[src/rtl/kb_echo_ctrl_if.sv]
// Handshake bundle between the echo controller, the keyboard scan-code FIFO
// and the UART transmit FIFO.
interface kb_echo_ctrl_if;
    logic       kb_buf_empty;
    logic [7:0] ascii_code;
    logic       rd_key_code;
    logic       tx_full;
    logic       wr_uart;
    logic [7:0] w_data;
    logic       busy;
    logic [6:0] col;

    modport master (
        input  kb_buf_empty,
        input  ascii_code,
        input  tx_full,
        output rd_key_code,
        output wr_uart,
        output w_data,
        output busy,
        output col
    );

    modport slave (
        output kb_buf_empty,
        output ascii_code,
        output tx_full,
        input  rd_key_code,
        input  wr_uart,
        input  w_data,
        input  busy,
        input  col
    );
endinterface

[src/rtl/kb_echo_ctrl.sv]
// Keyboard echo controller: pops one ASCII key at a time and echoes it to the
// UART transmit FIFO with automatic line wrap, Enter and Backspace handling.
module kb_echo_ctrl #(
    parameter int unsigned MAX_COL = 80
) (
    input  logic           clk,
    input  logic           reset,
    kb_echo_ctrl_if.master bus
);

    localparam logic [1:0] ST_IDLE  = 2'd0;
    localparam logic [1:0] ST_FETCH = 2'd1;
    localparam logic [1:0] ST_EMIT  = 2'd2;
    localparam logic [1:0] ST_DONE  = 2'd3;

    localparam logic [6:0] MAX_COL_C = 7'(MAX_COL);
    localparam logic [7:0] CH_BS     = 8'h08;
    localparam logic [7:0] CH_LF     = 8'h0A;
    localparam logic [7:0] CH_CR     = 8'h0D;
    localparam logic [7:0] CH_SP     = 8'h20;
    localparam logic [7:0] CH_TILDE  = 8'h7E;

    logic [1:0]      state_q,   state_d;
    logic [7:0]      key_q,     key_d;
    logic [4:0][7:0] seq_q,     seq_d;
    logic [2:0]      len_q,     len_d;
    logic [2:0]      idx_q,     idx_d;
    logic [6:0]      col_q,     col_d;
    logic [6:0]      col_nxt_q, col_nxt_d;
    logic            rd_q,      rd_d;
    logic            busy_q,    busy_d;
    logic            vld_q,     vld_d;
    logic [7:0]      wdata_q,   wdata_d;

    logic [4:0][7:0] cls_seq_s;
    logic [2:0]      cls_len_s;
    logic [6:0]      cls_col_s;
    logic            accept_s;

    // Translate the latched key into its echo byte sequence and resulting column.
    always_comb begin
        cls_seq_s = '0;
        cls_len_s = 3'd0;
        cls_col_s = col_q;
        if (key_q >= CH_SP && key_q <= CH_TILDE) begin
            if (col_q < MAX_COL_C) begin
                cls_seq_s[0] = key_q;
                cls_len_s    = 3'd1;
                cls_col_s    = col_q + 7'd1;
            end else begin
                cls_seq_s[0] = CH_CR;
                cls_seq_s[1] = CH_LF;
                cls_seq_s[2] = key_q;
                cls_len_s    = 3'd3;
                cls_col_s    = 7'd1;
            end
        end else if (key_q == CH_CR) begin
            cls_seq_s[0] = CH_CR;
            cls_seq_s[1] = CH_LF;
            cls_len_s    = 3'd2;
            cls_col_s    = 7'd0;
        end else if (key_q == CH_BS && col_q != 7'd0) begin
            cls_seq_s[0] = CH_BS;
            cls_seq_s[1] = CH_SP;
            cls_seq_s[2] = CH_BS;
            cls_len_s    = 3'd3;
            cls_col_s    = col_q - 7'd1;
        end else begin
            cls_len_s = 3'd0;
        end
    end

    // A staged byte is only handed over in a cycle where the UART FIFO has room.
    assign accept_s = vld_q & ~bus.tx_full;

    // Sequencer next-state: one key in flight, sequence bytes shifted out of seq_q.
    always_comb begin
        state_d   = state_q;
        key_d     = key_q;
        seq_d     = seq_q;
        len_d     = len_q;
        idx_d     = idx_q;
        col_d     = col_q;
        col_nxt_d = col_nxt_q;
        rd_d      = 1'b0;
        busy_d    = busy_q;
        vld_d     = vld_q;
        wdata_d   = wdata_q;
        case (state_q)
            ST_IDLE: begin
                if (!bus.kb_buf_empty) begin
                    key_d   = bus.ascii_code;
                    rd_d    = 1'b1;
                    busy_d  = 1'b1;
                    state_d = ST_FETCH;
                end else begin
                    busy_d  = 1'b0;
                end
            end
            ST_FETCH: begin
                seq_d     = cls_seq_s;
                len_d     = cls_len_s;
                idx_d     = 3'd0;
                col_nxt_d = cls_col_s;
                vld_d     = 1'b0;
                if (cls_len_s == 3'd0) begin
                    col_d   = cls_col_s;
                    state_d = ST_DONE;
                end else begin
                    state_d = ST_EMIT;
                end
            end
            ST_EMIT: begin
                if (!vld_q) begin
                    wdata_d = seq_q[0];
                    seq_d   = {8'h00, seq_q[4:1]};
                    vld_d   = 1'b1;
                end else if (accept_s) begin
                    if (idx_q == len_q - 3'd1) begin
                        vld_d   = 1'b0;
                        wdata_d = 8'h00;
                        idx_d   = 3'd0;
                        col_d   = col_nxt_q;
                        state_d = ST_DONE;
                    end else begin
                        idx_d   = idx_q + 3'd1;
                        wdata_d = seq_q[0];
                        seq_d   = {8'h00, seq_q[4:1]};
                    end
                end else begin
                    wdata_d = wdata_q;
                end
            end
            ST_DONE: begin
                busy_d  = 1'b0;
                state_d = ST_IDLE;
            end
            default: begin
                busy_d  = 1'b0;
                vld_d   = 1'b0;
                state_d = ST_IDLE;
            end
        endcase
    end

    // State and output registers; reset abandons any sequence in progress.
    always_ff @(posedge clk or posedge reset) begin
        if (reset) begin
            state_q   <= ST_IDLE;
            key_q     <= 8'h00;
            seq_q     <= '0;
            len_q     <= 3'd0;
            idx_q     <= 3'd0;
            col_q     <= 7'd0;
            col_nxt_q <= 7'd0;
            rd_q      <= 1'b0;
            busy_q    <= 1'b0;
            vld_q     <= 1'b0;
            wdata_q   <= 8'h00;
        end else begin
            state_q   <= state_d;
            key_q     <= key_d;
            seq_q     <= seq_d;
            len_q     <= len_d;
            idx_q     <= idx_d;
            col_q     <= col_d;
            col_nxt_q <= col_nxt_d;
            rd_q      <= rd_d;
            busy_q    <= busy_d;
            vld_q     <= vld_d;
            wdata_q   <= wdata_d;
        end
    end

    assign bus.rd_key_code = rd_q;
    assign bus.wr_uart     = accept_s;
    assign bus.w_data      = wdata_q;
    assign bus.busy        = busy_q;
    assign bus.col         = col_q;

endmodule

[src/flat_wrapper.sv]
// flat-port wrapper written by rule: the top's interface ports become plain ports
module kb_echo_ctrl_flat 
#(
    parameter int unsigned MAX_COL = 80
)
  (clk, reset, bus_kb_buf_empty, bus_ascii_code, bus_tx_full, bus_rd_key_code, bus_wr_uart, bus_w_data, bus_busy, bus_col);
  kb_echo_ctrl_if bus_i ();
  input  logic clk;
  input  logic reset;
  input wire logic [$bits(bus_i.kb_buf_empty)-1:0] bus_kb_buf_empty;
  input wire logic [$bits(bus_i.ascii_code)-1:0] bus_ascii_code;
  input wire logic [$bits(bus_i.tx_full)-1:0] bus_tx_full;
  output wire logic [$bits(bus_i.rd_key_code)-1:0] bus_rd_key_code;
  output wire logic [$bits(bus_i.wr_uart)-1:0] bus_wr_uart;
  output wire logic [$bits(bus_i.w_data)-1:0] bus_w_data;
  output wire logic [$bits(bus_i.busy)-1:0] bus_busy;
  output wire logic [$bits(bus_i.col)-1:0] bus_col;
  assign bus_i.kb_buf_empty = bus_kb_buf_empty;
  assign bus_i.ascii_code = bus_ascii_code;
  assign bus_i.tx_full = bus_tx_full;
  assign bus_rd_key_code = bus_i.rd_key_code;
  assign bus_wr_uart = bus_i.wr_uart;
  assign bus_w_data = bus_i.w_data;
  assign bus_busy = bus_i.busy;
  assign bus_col = bus_i.col;
  kb_echo_ctrl #(.MAX_COL(MAX_COL)) u_core (.clk(clk), .reset(reset), .bus(bus_i));
endmodule
[config.mk]
export PLATFORM = sky130hd
export DESIGN_NAME = kb_echo_ctrl_flat
export DESIGN_NICKNAME = d
export VERILOG_FILES = /design/src/rtl/kb_echo_ctrl_if.sv /design/src/rtl/kb_echo_ctrl.sv /design/src/flat_wrapper.sv
export SDC_FILE = /design/constraint.sdc
export NUM_CORES = 1
export LEC_CHECK = 0
export CORE_MARGIN = 4
export CORE_UTILIZATION = 50
export DETAILED_ROUTE_END_ITERATION = 6
export HOLD_SLACK_MARGIN = 0.05
export PLACE_DENSITY_LB_ADDON = 0.3
export SKIP_CTS_REPAIR_TIMING = 1
export SLEW_MARGIN = 20
export SYNTH_ARGS = -nofsm -noshare
export SYNTH_HDL_FRONTEND = slang
export SYNTH_SLANG_ARGS = --single-unit
export TNS_END_PERCENT = 30
[constraint.sdc]
create_clock -name clk -period 3.02 [get_ports clk]
set_input_delay 0.453 -clock clk [delete_from_list [all_inputs] [get_ports clk]]
set_output_delay 0.453 -clock clk [all_outputs]
set_load 0.03 [all_outputs]
==> out/summary.log <==
qor: logic_synthesis.post_synth_num_cell_types 53
qor: placed_design.dp.final_hpwl 4800 um
qor: sta.hold_viol_final 0
qor: detailed_routing.drt_first_pass_iters 4
qor: outcome.status completed
qor: power_and_ir_drop.ir_worst_vdd 593 uV
qor: sta.tightestPinTransition 0.768 ns
qor: grt.gr-total-overflow 0
qor: detailed_routing.route.detailed.vias_per_inst 5.79
qor: sta.finalMaxSlewViolations 0
qor: sta.min_period_over_period 0.788
qor: sta.final.min_clock_period 2.38 ns
qor: setup_path.worst_r2r_endpoint u_core.col_nxt_q[2]
qor: logic_synthesis.synthesis_stage_register_bit_count 64
qor: logic_synthesis.synthCells 328
qor: job.max_cap_violations 0
qor: sta.fin_worst_hold_slack 0.475 ns
qor: die.die_width 88.8 um
qor: sta.grt_setup_unrepaired false
qor: logic_synthesis.yosysMostFrequentCell sky130_fd_sc_hd__dfrtp_1
qor: logic_synthesis.synth.top_cell.area_share 0.491
qor: cells_and_area.fin_nets 381
qor: setup_path.worstSetupPathType in2out
qor: die.placement_rows 29
qor: setup_path.critPathMaxFanout 4
qor: detailed_routing.route.detailed.wl_per_inst 16.0 um
qor: setup_path.crit_path_start bus_tx_full
qor: clocking.cts_sinks 64
qor: power_and_ir_drop.power.density_cell_area 1170 mW/mm^2
qor: clocking.clock_tree.buffer_depth 2
qor: sta.setup-violations-final 0
qor: detailed_routing.totalWireLength 7070 um
qor: logic_synthesis.synth_top_flop_cell sky130_fd_sc_hd__dfrtp_1
qor: setup_path.cp_data_arrival_time 1.93 ns
qor: setup_path.cp-end-kind output port
qor: sta.finalSetupTns 0 ns
qor: grt.grt_max_degree 65
qor: logic_synthesis.yosysTopAreaCell sky130_fd_sc_hd__dfrtp_1
qor: die.core_area 0.00635 mm^2
qor: logic_synthesis.synthTopCellsByCount sky130_fd_sc_hd__dfrtp_1 (64), sky130_fd_sc_hd__nand2_1 (43), sky130_fd_sc_hd__nor2_1 (25)
qor: grt.grt_antenna_before_repair 0
qor: setup_path.regToRegStartpoint u_core.bus.col[0]
qor: setup_path.r2r.worst_path.cells 8
qor: logic_synthesis.synth_seq_area_share 0.491
qor: setup_path.setup.worst_path.start_class input pin
qor: detailed_routing.vias 2,553
qor: detailed_routing.dr.first_iter.drc_count 162
qor: logic_synthesis.synthesis.yosys.warnings 0
qor: clocking.ctsRootBufferMaster sky130_fd_sc_hd__clkbuf_8
qor: logic_synthesis.synth-edff-count 0
qor: logic_synthesis.mappedNetlistArea 0.00326 mm^2
qor: grt.grt_usage 0.200
qor: logic_synthesis.share_of_async_settable_or_async_resettable_flops_after_synthesis 1.00
qor: cells_and_area.area.growth.synth_to_final 18.1%
qor: sta.relSlewSlack 0.484
qor: detailed_routing.route.antenna.remaining_nets 0
qor: cells_and_area.fill_cells 529
qor: logic_synthesis.post_synthesis_net_count 350
qor: hold_path.hold_path.startpoint u_core.seq_q[20]
qor: die.top_level_ports 30
qor: die.die_area 0.00789 mm^2
qor: hold_path.hp-class reg2reg
qor: clocking.ctsHtreeMaxLevel 3
qor: detailed_routing.drc 0
qor: sta.skew 0.00941 ns
qor: logic_synthesis.ys_top_cells_by_area sky130_fd_sc_hd__dfrtp_1 (49%), sky130_fd_sc_hd__nand2_1 (4.9%), sky130_fd_sc_hd__a22o_1 (4.0%)
qor: clocking.cts_tree done
qor: die.floorplan.initialDensity 0.514
qor: logic_synthesis.synth_area_per_cell 9.95 um^2
qor: placed_design.finalWeightedCongestion 0.856
qor: grt.grt_first_pass_wirelength 12,100 um
qor: clocking.tritoncts.num_buffers 9
qor: setup_path.timing.critical_path.to bus_wr_uart
qor: sta.timing.fmax 420 MHz
qor: cells_and_area.antenna_cells_inserted 0
qor: clocking.clkLatencyLatePin 0.35 ns
qor: setup_path.ff2ff_setup_slack 0.65 ns
qor: cells_and_area.share_of_final_layout_standard_cells_stronger_than_drive_strength_1 0.126
qor: placed_design.buffer_ports.inserted 29
qor: setup_path.crit_required 2.57 ns
qor: power_and_ir_drop.leakagePower 1.73 nW
qor: grt.first_global_vias 2,459
qor: die.floorplan.die.height 88.8 um
qor: clocking.clkSlewWorstSetupHoldPaths 0.08 ns
==> worst min-delay path by stage <==
| stage | end | slack, ns | depth (start not counted) |
|---|---|---|---|
| 2_1_floorplan | u_core.seq_q[21] | 0.44 | 2 |
| 3_3_place_gp | u_core.seq_q[17] | 0.45 | 2 |
| 3_5_place_dp | u_core.seq_q[20] | 0.46 | 2 |
| 4_1_cts | u_core.seq_q[20] | 0.48 | 2 |
| 5_1_grt | u_core.seq_q[17] | 0.49 | 2 |
| 6_report | u_core.seq_q[20] | 0.48 | 2 |
==> placed cells by master (no fill, tap or decap), types with 3 or more instances in the layout <==
cell type                         netlist  layout
sky130_fd_sc_hd__inv_1                 14      13
sky130_fd_sc_hd__a21oi_1                9       9
sky130_fd_sc_hd__nor2b_1                3       3
sky130_fd_sc_hd__mux2i_1                3       3
sky130_fd_sc_hd__o21a_1                 3       3
sky130_fd_sc_hd__buf_4                  0       6
sky130_fd_sc_hd__nand2_1               43      43
sky130_fd_sc_hd__o21ai_0               22      22
sky130_fd_sc_hd__and2_1                 7       7
sky130_fd_sc_hd__dfrtp_1               64      64
sky130_fd_sc_hd__clkinvlp_4             0       3
sky130_fd_sc_hd__a221o_1                3       3
sky130_fd_sc_hd__o31ai_1                4       4
sky130_fd_sc_hd__a31oi_1               10      10
sky130_fd_sc_hd__a21o_1                 4       4
sky130_fd_sc_hd__nand3_1               12      12
sky130_fd_sc_hd__ha_1                  10      10
sky130_fd_sc_hd__nor2_1                25      25
sky130_fd_sc_hd__a22o_1                15      15
sky130_fd_sc_hd__clkbuf_8               0       9
sky130_fd_sc_hd__and3_1                 6       6
sky130_fd_sc_hd__clkdlybuf4s50_1        0      29
sky130_fd_sc_hd__nor3_1                 7       7
sky130_fd_sc_hd__mux2_2                11      11
==> worst max-delay path, cell delays in order <==
cell	delay, ns
sky130_fd_sc_hd__clkdlybuf4s50_1	0.44
sky130_fd_sc_hd__nand2b_1	0.25
sky130_fd_sc_hd__inv_1	0.12
sky130_fd_sc_hd__clkdlybuf4s50_1	0.67
==> power by group <==
group	switching [mW]	internal, mW	total, mW
Clock	0.367	0.388	0.754
Combinational	1.39	0.894	2.28
Sequential	0.295	1.16	1.45
Total	2.05	2.44	4.49
==> flip-flops by register name, summed over array words and instances (netlist names) <==
name,cells
u_core.idx_q,3
u_core.bus.rd_key_code,1
u_core.key_q,8
u_core.bus.col,7
u_core.col_nxt_q,7
u_core.state_q,2
u_core.bus.w_data,8
u_core.bus.busy,1
u_core.vld_q,1
u_core.seq_q,24
u_core.len_q,2
==> layout make-up <==
class | count | area [um^2] | area share
well taps | 77 | 96.3 | 0.0250
repair buffers | 36 | 355 | 0.0922
multi-input cells | 234 | 1550 | 0.401
inverters | 14 | 52.6 | 0.0136
clock inverters | 7 | 78.8 | 0.0204
clock buffers | 9 | 124 | 0.0321
flip-flops and latches | 64 | 1600 | 0.415
==> layer usage <==
layer,up-vias,share of wire,track usage
li1,1245,-,-
met1,1210,0.47,0.288
met2,88,0.45,0.294
met3,10,0.064,0.0512
met4,0,0.015,0.0687
met5,-,0,0
==> kinds of logic (layout without fill, tap and decap cells) <==
logic type,Yosys count,after routing,share of synthesized area
adder cells (fa/ha/maj),10,10,0.0383
flip-flops,64,64,0.491
AND/OR/NAND/NOR,113,113,0.166
XOR/XNOR,3,3,0.00805
multiplexers,14,14,0.0471
buffers and inverters,30,66,0.0356
AO/OA/AOI/OAI,94,94,0.214
==> metrics by stage <==
stage | util | std cells | cell area (um^2) | worst slack, ns | power (mW)
after detailed placement | 0.575 | 425 | 3650 | 0.554 | 3.73
after global placement | 0.575 | 425 | 3650 | 0.586 | 3.68
after global routing | 0.607 | 441 | 3850 | 0.357 | 4.84
after CTS | 0.607 | 441 | 3850 | 0.632 | 4.51
final | 0.607 | 441 | 3850 | 0.640 | 4.49
after floorplan | - | 328 | 3260 | 0.771 | 3.08
Power figures use the tool's default switching activity.
